## src/rtl/pint_pkg.sv

```systemverilog
// Shared state encoding and link constants for the PINT serial master.
// PINT_MASTER_PARITY_EN selects 9-bit frames (byte plus odd parity).
package pint_pkg;

    typedef enum logic [2:0] {
        IDLE    = 3'd0,
        WR_BIT  = 3'd1,
        WR_WAIT = 3'd2,
        WR_END  = 3'd3,
        RD_WAIT = 3'd4,
        RD_BIT  = 3'd5,
        RD_DONE = 3'd6
    } pint_state_e;

    localparam int BYTE_W = 8;
`ifdef PINT_MASTER_PARITY_EN
    localparam int FRAME_LEN = 9;
`else
    localparam int FRAME_LEN = 8;
`endif
    localparam int CLK_DIV_DEF    = 4;
    localparam int RD_TIMEOUT_DEF = 65535;
    localparam int PHASE_W        = 9;

    // Parity bit that makes the count of ones across byte+parity odd.
    function automatic logic odd_par(input logic [BYTE_W-1:0] b);
        return ~(^b);
    endfunction

endpackage

```

## src/rtl/pint_bit_timer.sv

```systemverilog
// Phase counter for one link bit: CLK_DIV cycles low followed by CLK_DIV cycles high.
module pint_bit_timer
    import pint_pkg::*;
#(
    parameter int CLK_DIV = CLK_DIV_DEF
) (
    input  logic clk,
    input  logic resetn,
    input  logic en_i,
    output logic bit_start_o,
    output logic rise_o,
    output logic sample_o
);

    localparam logic [PHASE_W-1:0] LAST_LOW  = PHASE_W'(CLK_DIV - 1);
    localparam logic [PHASE_W-1:0] LAST_HIGH = PHASE_W'(2 * CLK_DIV - 1);

    logic [PHASE_W-1:0] phase_q;
    logic [PHASE_W-1:0] phase_d;

    // Next phase: parked at zero while disabled, wraps at the end of each bit.
    always_comb begin
        phase_d = {PHASE_W{1'b0}};
        if (!en_i) begin
            phase_d = {PHASE_W{1'b0}};
        end else if (phase_q == LAST_HIGH) begin
            phase_d = {PHASE_W{1'b0}};
        end else begin
            phase_d = phase_q + {{(PHASE_W-1){1'b0}}, 1'b1};
        end
    end

    // Phase register.
    always_ff @(posedge clk or negedge resetn) begin
        if (!resetn) begin
            phase_q <= {PHASE_W{1'b0}};
        end else begin
            phase_q <= phase_d;
        end
    end

    // rise marks the last low cycle; sample marks the last high cycle.
    assign bit_start_o = en_i && (phase_q == {PHASE_W{1'b0}});
    assign rise_o      = en_i && (phase_q == LAST_LOW);
    assign sample_o    = en_i && (phase_q == LAST_HIGH);

endmodule

```

## src/rtl/pint_master.sv

```systemverilog
// PINT link serial master: MSB-first byte writes, multi-byte reads with timeout, target reset.
// Build option PINT_MASTER_PARITY_EN appends and checks an odd-parity bit per frame.
module pint_master
    import pint_pkg::*;
#(
    parameter int CLK_DIV    = CLK_DIV_DEF,
    parameter int RD_TIMEOUT = RD_TIMEOUT_DEF
) (
    input  logic       clk,
    input  logic       resetn,
    input  logic       pint_rst,
    input  logic [7:0] tx_data,
    input  logic       tx_valid,
    input  logic       tx_last,
    output logic       tx_ready,
    input  logic       rd_req,
    input  logic [7:0] rd_len,
    output logic [7:0] rx_data,
    output logic       rx_valid,
    output logic       rd_done,
    output logic       rd_err,
    output logic       busy,
    output logic       PINT_RESETN,
    output logic       PINT_CLK,
    output logic       PINT_WRREQ,
    output logic       PINT_WRDATA,
    output logic       PINT_RDREQ,
    input  logic       PINT_RDRDY,
    input  logic       PINT_RDDATA
);

    localparam int              TO_W      = $clog2(RD_TIMEOUT + 1);
    localparam logic [TO_W-1:0] TO_LAST   = TO_W'(RD_TIMEOUT - 1);
    localparam logic [3:0]      FRAME_CNT = 4'(FRAME_LEN);

    pint_state_e     state_q;
    logic            busy_q, tx_ready_q, wrreq_q, wrdata_q, rdreq_q, pclk_q;
    logic            rx_valid_q, rd_done_q, rd_err_q, resetn_q, last_q;
    logic [7:0]      rx_data_q, tx_sh_q, rx_sh_q, len_q;
    logic [3:0]      bit_cnt_q;
    logic [TO_W-1:0] to_cnt_q;
    logic            rdy_meta_q, rdy_sync_q, dat_meta_q, dat_sync_q;
    logic            timer_en_s, bit_start_s, rise_s, sample_s, accept_s;

    assign timer_en_s = (state_q == WR_BIT) || (state_q == RD_BIT) || (state_q == WR_END);

    pint_bit_timer #(.CLK_DIV(CLK_DIV)) u_timer (
        .clk         (clk),
        .resetn      (resetn),
        .en_i        (timer_en_s),
        .bit_start_o (bit_start_s),
        .rise_o      (rise_s),
        .sample_o    (sample_s)
    );

    // A write byte is taken when idle, when waiting, or back-to-back at a frame boundary.
    always_comb begin
        accept_s = 1'b0;
        case (state_q)
            IDLE, WR_WAIT: accept_s = tx_valid;
            WR_BIT:        accept_s = tx_valid && sample_s && (bit_cnt_q == FRAME_CNT) && !last_q;
            default:       accept_s = 1'b0;
        endcase
    end

    // Two-flop synchronisers for the asynchronous target inputs.
    always_ff @(posedge clk or negedge resetn) begin
        if (!resetn) begin
            rdy_meta_q <= 1'b0;
            rdy_sync_q <= 1'b0;
            dat_meta_q <= 1'b0;
            dat_sync_q <= 1'b0;
        end else begin
            rdy_meta_q <= PINT_RDRDY;
            rdy_sync_q <= rdy_meta_q;
            dat_meta_q <= PINT_RDDATA;
            dat_sync_q <= dat_meta_q;
        end
    end

    // Target reset follows the controller request, independent of link activity.
    always_ff @(posedge clk or negedge resetn) begin
        if (!resetn) begin
            resetn_q <= 1'b0;
        end else begin
            resetn_q <= ~pint_rst;
        end
    end

    // Link FSM with registered pins and handshake pulses.
    always_ff @(posedge clk or negedge resetn) begin
        if (!resetn) begin
            state_q    <= IDLE;
            busy_q     <= 1'b0;
            tx_ready_q <= 1'b0;
            wrreq_q    <= 1'b0;
            wrdata_q   <= 1'b0;
            rdreq_q    <= 1'b0;
            pclk_q     <= 1'b0;
            rx_valid_q <= 1'b0;
            rd_done_q  <= 1'b0;
            rd_err_q   <= 1'b0;
            last_q     <= 1'b0;
            rx_data_q  <= 8'h00;
            tx_sh_q    <= 8'h00;
            rx_sh_q    <= 8'h00;
            len_q      <= 8'h00;
            bit_cnt_q  <= 4'd0;
            to_cnt_q   <= '0;
        end else begin
            tx_ready_q <= 1'b0;
            rx_valid_q <= 1'b0;
            rd_done_q  <= 1'b0;
            rd_err_q   <= 1'b0;
            case (state_q)
                IDLE: begin
                    if (tx_valid) begin
                        wrreq_q <= 1'b1;
                        busy_q  <= 1'b1;
                        state_q <= WR_BIT;
                    end else if (rd_req && (rd_len != 8'd0)) begin
                        len_q    <= rd_len;
                        rdreq_q  <= 1'b1;
                        busy_q   <= 1'b1;
                        to_cnt_q <= '0;
                        state_q  <= RD_WAIT;
                    end else if (rd_req) begin
                        rd_done_q <= 1'b1;
                    end
                end
                WR_BIT: begin
                    if (bit_start_s) bit_cnt_q <= bit_cnt_q + 4'd1;
                    if (rise_s) pclk_q <= 1'b1;
                    if (sample_s) begin
                        pclk_q <= 1'b0;
                        if (bit_cnt_q == FRAME_CNT) begin
                            bit_cnt_q <= 4'd0;
                            if (last_q)         state_q <= WR_END;
                            else if (!tx_valid) state_q <= WR_WAIT;
                        end else begin
                            wrdata_q <= tx_sh_q[7];
                            tx_sh_q  <= {tx_sh_q[6:0], 1'b0};
                        end
                    end
                end
                WR_WAIT: begin
                    if (tx_valid) state_q <= WR_BIT;
                end
                WR_END: begin
                    if (rise_s) begin
                        wrreq_q  <= 1'b0;
                        wrdata_q <= 1'b0;
                        busy_q   <= 1'b0;
                        state_q  <= IDLE;
                    end
                end
                RD_WAIT: begin
                    if (rdy_sync_q) begin
                        bit_cnt_q <= 4'd0;
                        state_q   <= RD_BIT;
                    end else if (to_cnt_q == TO_LAST) begin
                        rdreq_q   <= 1'b0;
                        busy_q    <= 1'b0;
                        rd_err_q  <= 1'b1;
                        rd_done_q <= 1'b1;
                        state_q   <= IDLE;
                    end else begin
                        to_cnt_q <= to_cnt_q + TO_W'(1);
                    end
                end
                RD_BIT: begin
                    if (bit_start_s) bit_cnt_q <= bit_cnt_q + 4'd1;
                    if (rise_s) pclk_q <= 1'b1;
                    if (sample_s) begin
                        pclk_q <= 1'b0;
                        if (bit_cnt_q <= 4'd8) rx_sh_q <= {rx_sh_q[6:0], dat_sync_q};
                        if (bit_cnt_q == FRAME_CNT) begin
                            bit_cnt_q  <= 4'd0;
                            rx_valid_q <= 1'b1;
`ifdef PINT_MASTER_PARITY_EN
                            rx_data_q  <= rx_sh_q;
                            rd_err_q   <= (dat_sync_q != odd_par(rx_sh_q));
`else
                            rx_data_q  <= {rx_sh_q[6:0], dat_sync_q};
`endif
                            len_q      <= len_q - 8'd1;
                            if (len_q == 8'd1) state_q <= RD_DONE;
                        end
                    end
                end
                RD_DONE: begin
                    rdreq_q   <= 1'b0;
                    busy_q    <= 1'b0;
                    rd_done_q <= 1'b1;
                    state_q   <= IDLE;
                end
                default: begin
                    wrreq_q <= 1'b0;
                    rdreq_q <= 1'b0;
                    pclk_q  <= 1'b0;
                    busy_q  <= 1'b0;
                    state_q <= IDLE;
                end
            endcase
            // Loading a byte overrides the shift path; bit 7 goes out on the next low phase.
            if (accept_s) begin
                tx_ready_q <= 1'b1;
                wrdata_q   <= tx_data[7];
                tx_sh_q    <= {tx_data[6:0], odd_par(tx_data)};
                last_q     <= tx_last;
                bit_cnt_q  <= 4'd0;
            end
        end
    end

    assign tx_ready    = tx_ready_q;
    assign rx_data     = rx_data_q;
    assign rx_valid    = rx_valid_q;
    assign rd_done     = rd_done_q;
    assign rd_err      = rd_err_q;
    assign busy        = busy_q;
    assign PINT_RESETN = resetn_q;
    assign PINT_CLK    = pclk_q;
    assign PINT_WRREQ  = wrreq_q;
    assign PINT_WRDATA = wrdata_q;
    assign PINT_RDREQ  = rdreq_q;

endmodule

```

## config.mk

```make
export PLATFORM = sky130hd
export DESIGN_NAME = pint_master
export DESIGN_NICKNAME = d
export VERILOG_FILES = /design/src/rtl/pint_pkg.sv /design/src/rtl/pint_bit_timer.sv /design/src/rtl/pint_master.sv
export SDC_FILE = /design/constraint.sdc
export NUM_CORES = 1
export LEC_CHECK = 0
export CORE_UTILIZATION = 60
export CTS_CLUSTER_DIAMETER = 120
export DETAILED_ROUTE_END_ITERATION = 8
export PLACE_DENSITY = 0.82
export SLEW_MARGIN = 0
export SYNTH_ARGS = -nofsm -noshare
export SYNTH_HDL_FRONTEND = slang
export SYNTH_SLANG_ARGS = --single-unit
```

## constraint.sdc

```tcl
create_clock -name clk -period 3.9 [get_ports clk]
set_input_delay 0.585 -clock clk [delete_from_list [all_inputs] [get_ports clk]]
set_output_delay 0.585 -clock clk [all_outputs]
set_load 0.03 [all_outputs]
```

Word-level counts from Yosys, hierarchy flattened. Cells that the tools add are included.

Register bits: 78. Bits in latches: 0. Bits in writable memories: 0. ROM bits: 0. Bits of input ports: 24. Word-level logic and storage cells: 170. Memories kept: 0.

Add/subtract/negate cells: 4. Multipliers: 0. Div/mod/pow operators: 0. Order comparisons: 1. Equality and inequality tests: 33. Shifts and indexed selects: 0. Mux-type cells: 65. Bitwise operators: 6. Reductions and logical operators: 38.

Operators with widths (number): 2-to-1 mux 16 bit (4); 2-to-1 mux 8 bit (8); 2-to-1 mux 3 bit (13); case mux 16 bit (2 select lines) (1); 2-to-1 mux 1 bit (22); != test 2 bit, second input constant (11); != test 3 bit, second input constant (7); 2-to-1 mux 4 bit (5); AND reduction 5 bit (4); 2-to-1 mux 9 bit (2); case mux 3 bit (6 select lines) (1); adder 16 x 1 -> 16 bit, second input constant (1); equality test 16 bit, second input constant (1); case mux 8 bit (2 select lines) (1); AND reduction 3 bit (4); AND reduction 10 bit (1); OR reduction 5 bit (2); adder 9 x 1 -> 9 bit, second input constant (1); equality test 3 bit, second input constant (3); equality test 9 x 2 -> 1 bit, second input constant (1); equality test 9 x 3 -> 1 bit, second input constant (1); zero test 9 bit (1); case mux 1 bit (3 select lines) (3); equality test 8 x 1 -> 1 bit, second input constant (1); other kinds (25) (48).

Longest topological paths before layout. Gate-level depths: netlist of the first run.

Depth after elaboration: 10. Depth in mapped cells: 9. Mapped depth without buffers: 7.

By module. A second synthesis of the first run with hierarchy kept.

Cells, all modules: 425. Area total of the unflattened synthesis: 4157.7 sq um.

By module, submodules not included: pint_master (instances 1, cells each 372, area an instance 3663.5 sq um, seq. area each 1726.7 sq um); pint_bit_timer (instances 1, cells each 53, area an instance 494.2 sq um, seq. area each 225.2 sq um).

Worst setup path before layout of the first run. Ideal clock, no wire load.

Path kind: register to register. Start point: register u_timer.phase_q[5]. End point: register last_q. Setup time: 125 ps. Data arrival time: 2136 ps. Required time: 3775 ps. Path slack: 1639 ps. Cell stages (with the launch flop): 7. Path buffers: 2. Cell sequence: dfrtp_1 > or4_4 > buf_6 > or3_4 > o22ai_2 > buf_4 > mux2_2.

Longest elaborated chain between the ends: 6.

Ends and longest elaborated chain: start, declared (RTL line pint_bit_timer.sv:18) `logic [PHASE_W-1:0] phase_q;`; start signal, assigned (RTL line pint_bit_timer.sv:36) `phase_q <= {PHASE_W{1'b0}};`; start signal, assigned (RTL line pint_bit_timer.sv:38) `phase_q <= phase_d;`; equality test 9 x 3 -> 1 bit (RTL line pint_bit_timer.sv:45) `assign sample_o = en_i && (phase_q == LAST_HIGH);`; logical AND 1 bit (RTL line pint_bit_timer.sv:45); logical AND 1 bit (3 in series) (RTL line pint_master.sv:61) `WR_BIT: accept_s = tx_valid && sample_s && (bit_cnt_q == FRAME_CNT) && !last_q;`; case mux 1 bit (2 select lines) (RTL line pint_master.sv:59) `case (state_q)`; net accept_s (RTL line pint_master.sv:43) `logic timer_en_s, bit_start_s, rise_s, sample_s, accept_s;`; end signal, assigned (RTL line pint_master.sv:210) `last_q <= tx_last;`; end, declared (RTL line pint_master.sv:38) `logic rx_valid_q, rd_done_q, rd_err_q, resetn_q, last_q;`.

The timed path passes the listed nets, and every way through them passes these cells. A chain may end at the register's enable or synchronous reset.

Worst setup path after layout of the first run.
Start point: input rd_len[4]. End point: register to_cnt_q[1].

Longest elaborated chain between the ends: 4.

Ends and longest elaborated chain: start, declared (RTL line pint_master.sv:17) `input logic [7:0] rd_len,`; nonzero test 8 bit (RTL line pint_master.sv:121) `end else if (rd_req && (rd_len != 8'd0)) begin`; logical AND 1 bit (RTL line pint_master.sv:121); != test 2 bit (no line); AND reduction 5 bit (no line); end signal, assigned (RTL line pint_master.sv:168) `to_cnt_q <= to_cnt_q + TO_W'(1);`; end, declared (RTL line pint_master.sv:41) `logic [TO_W-1:0] to_cnt_q;`.

No other way between the ends.

==> run metrics, run 1 <==
clock transition at the registers of the reported paths=80 ps; Worst Path Required=approximately 4100 ps; via count=3197; PortBufs=41; Clock Latency Late Sink=340 ps; Area contributors post-synth=dfrtp_1 (48%), mux2_2 (4.7%), nand2_1 (3.4%), o21ai_0 (2.9%), nor2_1 (2.6%); met3 GRT Util=under 10%; post-DP HPWL=5760 um; FP Rows=29; DRT Pass-1 Iters=7; syn avg cell area=between 10 and 15 um^2; number of H-tree levels=3; PostCTS Resize Cnt=0; Post-Syn Area=about 0.0041 mm^2; Final setup viols=0; YS warnings=0; Setup Crit Path Kind=input pin to flip-flop; met1 Use GR=35.9%; worst clock skew=between 7 and 8 ps; FMAX=roughly 360 MHz; busiest grt layer=met2; met2 Use GR=38.9%; delay of the slowest cell on the worst path=590 ps; most frequent cells after synthesis=dfrtp_1 (78), nand2_1 (37), nor2_1 (28); commonest register cell after synthesis=dfrtp_1; maxcap violations=0; DP Worst Slack=just under 800 ps; effective utilization at floorplan=63.5%; VDD IR-drop max=0.377 mV; antenna violations before repair=0; DR DRC count=0; Die Footprint=~0.007 mm^2; synth unique cells=64; type of origin of the critical path=input pin; EDFF count, synth=0; boundary pin count=42; area of the multi-input gates=0.00200 mm^2; Die Wd=84.7 um; clock root buffer=clkbuf_8; crit path time final=between 2000 and 3000 ps; hold violation count in the final report=0; CTS tree=yes; Rel. slew slack=36.4%; gr ovfl total=0; Post CTS Setup Buffer Count=0; power per cell area=541 mW/mm^2; share of layout cells above drive strength 1=between 10% and 20%; Die Y=roughly 85 um; CP Max Fanout=14; vias per inst=6.07; CTS Hold Buffers Added=0; Final Max Slew Viols=0; dominant cell type by area after synthesis=dfrtp_1; final setup margin=1120 ps; post-synthesis register bit count=78; crit path cell chain=clkdlybuf4s50_1 > or4_1 > o21ai_0 > o32ai_1 > nand2_1 > mux2_2; Area Overhead vs Synth=15.5%; nets=roughly 480; Core ar.=0.00646 mm^2; antenna diode count=0; Post-synth ARST share=100%; CP delay by family, top=simple AND/OR/NAND/NOR gates; final worst-path cycle share=71.3%; hold_ws=352 ps; slowest cell on the critical path=or4_1; Final TNS setup=0 ps; Routed Antenna Nets=0; syn_nets=441; leak pwr=~0.0021 uW; FILL cells=482; GP Congestion=0.805; Hold WC Path Type=flip-flop to flip-flop; vias in the first global route=between 3k and 4k; initial DRC count=234; Clock Sinks=78; wire length per cell=15.7 um; crit path buf inv count=1; post-synth top area share=47.6%; drt total wl=8260 um; Worst-Margin Slew=954 ps; arrival time worst endpoint=3010 ps; outcome=complete, no violations; Post-Synthesis Cells=between 400 and 500; Seq. cell area=0.00195 mm^2; pin count of the biggest net entering global routing=79; Num CTS Buffers=9; Total Power=2560 uW; top-count cell post-synth=dfrtp_1; first-pass GRT wire length=14200 um; Seq/Total Area, Yosys=47.6%; CP endpoint kind=flip-flop; RSZ-0062 raised after global routing=false; worst reg2reg setup slack=between 1000 and 1500 ps; clock buffer depth=2; total track usage=25.1%
## layout make-up
cell class	count	area share [%]
well taps	77	2.03
clock inverters	6	1.82
flip-flops and latches	78	41.2
inverters	18	1.42
multi-input cells	296	42.1
repair buffers	42	8.76
clock buffers	10	2.69
## sequential cells by signal (all words and copies together) (netlist names), 3 cells and up
name,cells
rx_sh_q,7
state_q,3
rx_data,8
bit_cnt_q,4
len_q,8
u_timer.phase_q,9
to_cnt_q,16
tx_sh_q,8
## final timing paths
kind	startpoint	endpoint	cells past startpoint
max	rd_len[4]	to_cnt_q[1]	6
max in group asynchronous	resetn	u_timer.phase_q[1]	1
min in group asynchronous	resetn	to_cnt_q[7]	1
min	dat_meta_q	dat_sync_q	0
min reg2reg	dat_meta_q	dat_sync_q	0
max reg2reg	state_q[1]	rx_data[4]	4
## cell usage in the layout (no fill, tap or decap), drive strengths merged, types with 4 or more instances in the layout
cell	count
and3	9
o21ai	28
or4	5
mux2i	4
dfrtp	78
or2	4
nor3	13
inv	18
a21o	11
mux2	17
xnor2	10
nor2b	4
nand2	38
o22a	12
clkdlybuf4s50	40
nand2b	7
a21oi	19
clkbuf	10
ha	8
nor2	28
nand3	12
a22o	12
nand4	8
nor4	5
## cell families after synthesis
logic type	count (synthesis)	share of synthesized area, %
multiplexers	21	5.64
flip-flops	78	47.6
AND/OR/NAND/NOR	141	17.5
buffers and inverters	35	3.78
adder cells (fa/ha/maj)	8	2.44
AO/OA/AOI/OAI	113	20.3
XOR/XNOR	13	2.77
## per-layer routing
layer | up-vias | wire (um) | part of all wire, %
li1 | 1561 | - | -
met1 | 1551 | 3970 | 48
met2 | 78 | 3900 | 47
met3 | 7 | 297 | 3.6
met4 | 0 | 92 | 1.1
met5 | - | 0 | 0
## report_power, final
part | internal [uW] | total [uW] | switching [uW]
Combinational | 330 | 783 | 453
Sequential | 976 | 1140 | 160
Clock | 359 | 644 | 285
Total | 1670 | 2560 | 898
## through the flow
step,std cells,instance area [um^2],utilization [%]
after global routing,527,4740,73.4
after global placement,511,4530,70.1
after floorplan,409,4100,-
after detailed placement,511,4530,70.1
after CTS,527,4740,73.4
final,527,4740,73.4
(Power assumes the default switching activity.)
==> run 2, diff against run 1 <==
--- a/config.mk
+++ b/config.mk
@@ -5,10 +5,10 @@
 export SDC_FILE = /design/constraint.sdc
 export NUM_CORES = 1
 export LEC_CHECK = 0
-export CORE_UTILIZATION = 60
+export CORE_UTILIZATION = 57
 export CTS_CLUSTER_DIAMETER = 120
 export DETAILED_ROUTE_END_ITERATION = 8
-export PLACE_DENSITY = 0.82
+export PLACE_DENSITY = 0.78
 export SLEW_MARGIN = 0
 export SYNTH_ARGS = -nofsm -noshare
 export SYNTH_HDL_FRONTEND = slang
==> constraint.sdc (replaced) <==
create_clock -name clk -period 2.7 [get_ports clk]
set_input_delay 0.405 -clock clk [delete_from_list [all_inputs] [get_ports clk]]
set_output_delay 0.405 -clock clk [all_outputs]
set_load 0.03 [all_outputs]
==> run 2 against run 1 <==
Critical path depth shrank 1. Worst hold slack lost 170 ps. Non-clock buffer count grew 10. Largest power group unchanged. Count of clock-buffer cells in the layout is the same. Critical endpoint is now len_q[6]. Power grew 54%. Sequential power grew 44%.
==> run metrics, run 2 (synthesis results as in run 1) <==
worst clock skew=around 6.2 ps; drt total wl=8630 um; gr ovfl total=0; PortBufs=41; Rel. slew slack=37.4%; RSZ-0062 raised after global routing=false; arrival time worst endpoint=approximately 2800 ps; crit path cell chain=or4_4 > or4_4 > a21oi_4 > o21ai_1 > a22o_1; GP Congestion=0.837; via count=3267; Largest register FFs=16; DRT Pass-1 Iters=4; FP Rows=30; commonest non-fill, non-tap cells in the layout=dfrtp_1 (78), clkdlybuf4s50_1 (40), nand2_1 (37); first-pass GRT wire length=14900 um; RR Startpoint=u_timer.phase_q[5]; clock transition at the registers of the reported paths=80 ps; DP Worst Slack=194 ps; Clock Latency Late Sink=350 ps; maxcap violations=0; outcome=complete, no violations; Core ar.=0.00687 mm^2; effective utilization at floorplan=about 60%; PostCTS Resize Cnt=0; Final setup viols=0; crit path buf inv count=0; Biggest register=to_cnt_q; initial DRC count=122; Worst R2R Path Depth=5; Die Wd=86.9 um; Worst Path Required=slightly below 3000 ps; DR DRC count=0; crit path time final=2510 ps; number of H-tree levels=3; Area Overhead vs Synth=19.1%; CP endpoint kind=flip-flop; total track usage=between 20 and 30%; CP delay by family, top=simple AND/OR/NAND/NOR gates; most common cell after layout, fill and taps aside=dfrtp_1; CTS tree=yes; Final TNS setup=0 ps; Num CTS Buffers=9; clock root buffer=clkbuf_8; Post CTS Setup Buffer Count=0; clock buffer depth=2; share of layout cells above drive strength 1=13.7%; final setup margin=about 190 ps; Final Max Slew Viols=0; wire length per cell=about 16 um; CP Max Fanout=16; Largest regs=to_cnt_q (16), u_timer.phase_q (9); hold violation count in the final report=0; Worst-Margin Slew=939 ps; VDD IR-drop max=just under 0.5 mV; vias in the first global route=around 3.3k; Routed Antenna Nets=0; antenna diode count=0; most frequent CP cell=or4_4; nets=487; boundary pin count=42; leak pwr=0.00216 uW; FMAX=398 MHz; final worst-path cycle share=just over 90%; pin count of the biggest net entering global routing=79; vias per inst=5.88; Die Y=approximately 87 um; r2r endpoint=len_q[6]; delay of the slowest cell on the worst path=620 ps; worst reg2reg setup slack=190 ps; slowest cell on the critical path=or4_4; type of origin of the critical path=flip-flop; antenna violations before repair=0; Hold WC Path Type=input pin to asynchronous set/reset pin; power per cell area=approximately 800 mW/mm^2; Setup Crit Path Kind=flip-flop to flip-flop; Die Footprint=0.00754 mm^2; CTS Hold Buffers Added=0; post-DP HPWL=approximately 6100 um; Clock Sinks=78
## run 2: cell count changes in the layout (fill, tap and decap cells not counted)
| cell | previous run | this run |
|---|---|---|
| buf_4 | 2 | 12 |
| bufinv_16 | 2 | 4 |
| clkinv_2 | 2 | 1 |
| clkinvlp_4 | 1 | 0 |
## run 2: stage by stage
step                util, %  area, um^2  std cells  power (uW)  hold WS [ps]
floorplan                 -        4100        409        2470           109
global placement       67.4        4630        540        2780           336
detailed placement     67.4        4630        540        2830           344
CTS                    71.2        4890        556        3970           238
global route           71.2        4890        556        4190           283
finish                 71.2        4890        556        3940           185
## run 2: worst max-delay path by stage
stage,from,endpoint,slack [ps],depth (start not counted)
6_report,u_timer.phase_q[5],len_q[6],190,5
5_1_grt,u_timer.phase_q[0],rx_data[3],50,6
4_1_cts,u_timer.phase_q[5],len_q[6],190,5
3_5_place_dp,rd_len[4],to_cnt_q[13],190,7
3_3_place_gp,rd_len[4],to_cnt_q[1],220,6
2_1_floorplan,u_timer.phase_q[5],last_q,440,6
## run 2: routing by layer
metal / track usage [%] / routed length (um) / vias to the layer above
met2: 42.2 / 4220 / 92
met1: 31.1 / 3810 / 1576
met4: 11.5 / 167 / 0
met3: 6.26 / 426 / 18
li1: - / - / 1581
met5: 0 / 0 / -
## run 2: cell type report
class                           instances  area (um^2)
Multi-Input combinational cell        296         2000
Timing Repair Buffer                   52          490
Fill cell                             534         1980
Tap cell                               96          120
Sequential cell                        78         1950
Inverter                               18         67.6
Clock buffer                           10          128
Clock inverter                          6          134
## run 2: report_power, final
group | switching, uW | internal (uW) | total (uW) | leakage, uW
logic | 668 | 510 | 1180 | 0.00102
registers | 230 | 1410 | 1640 | 0.00101
clock network | 416 | 708 | 1120 | 0.000130
total | 1320 | 2630 | 3940 | 0.00216
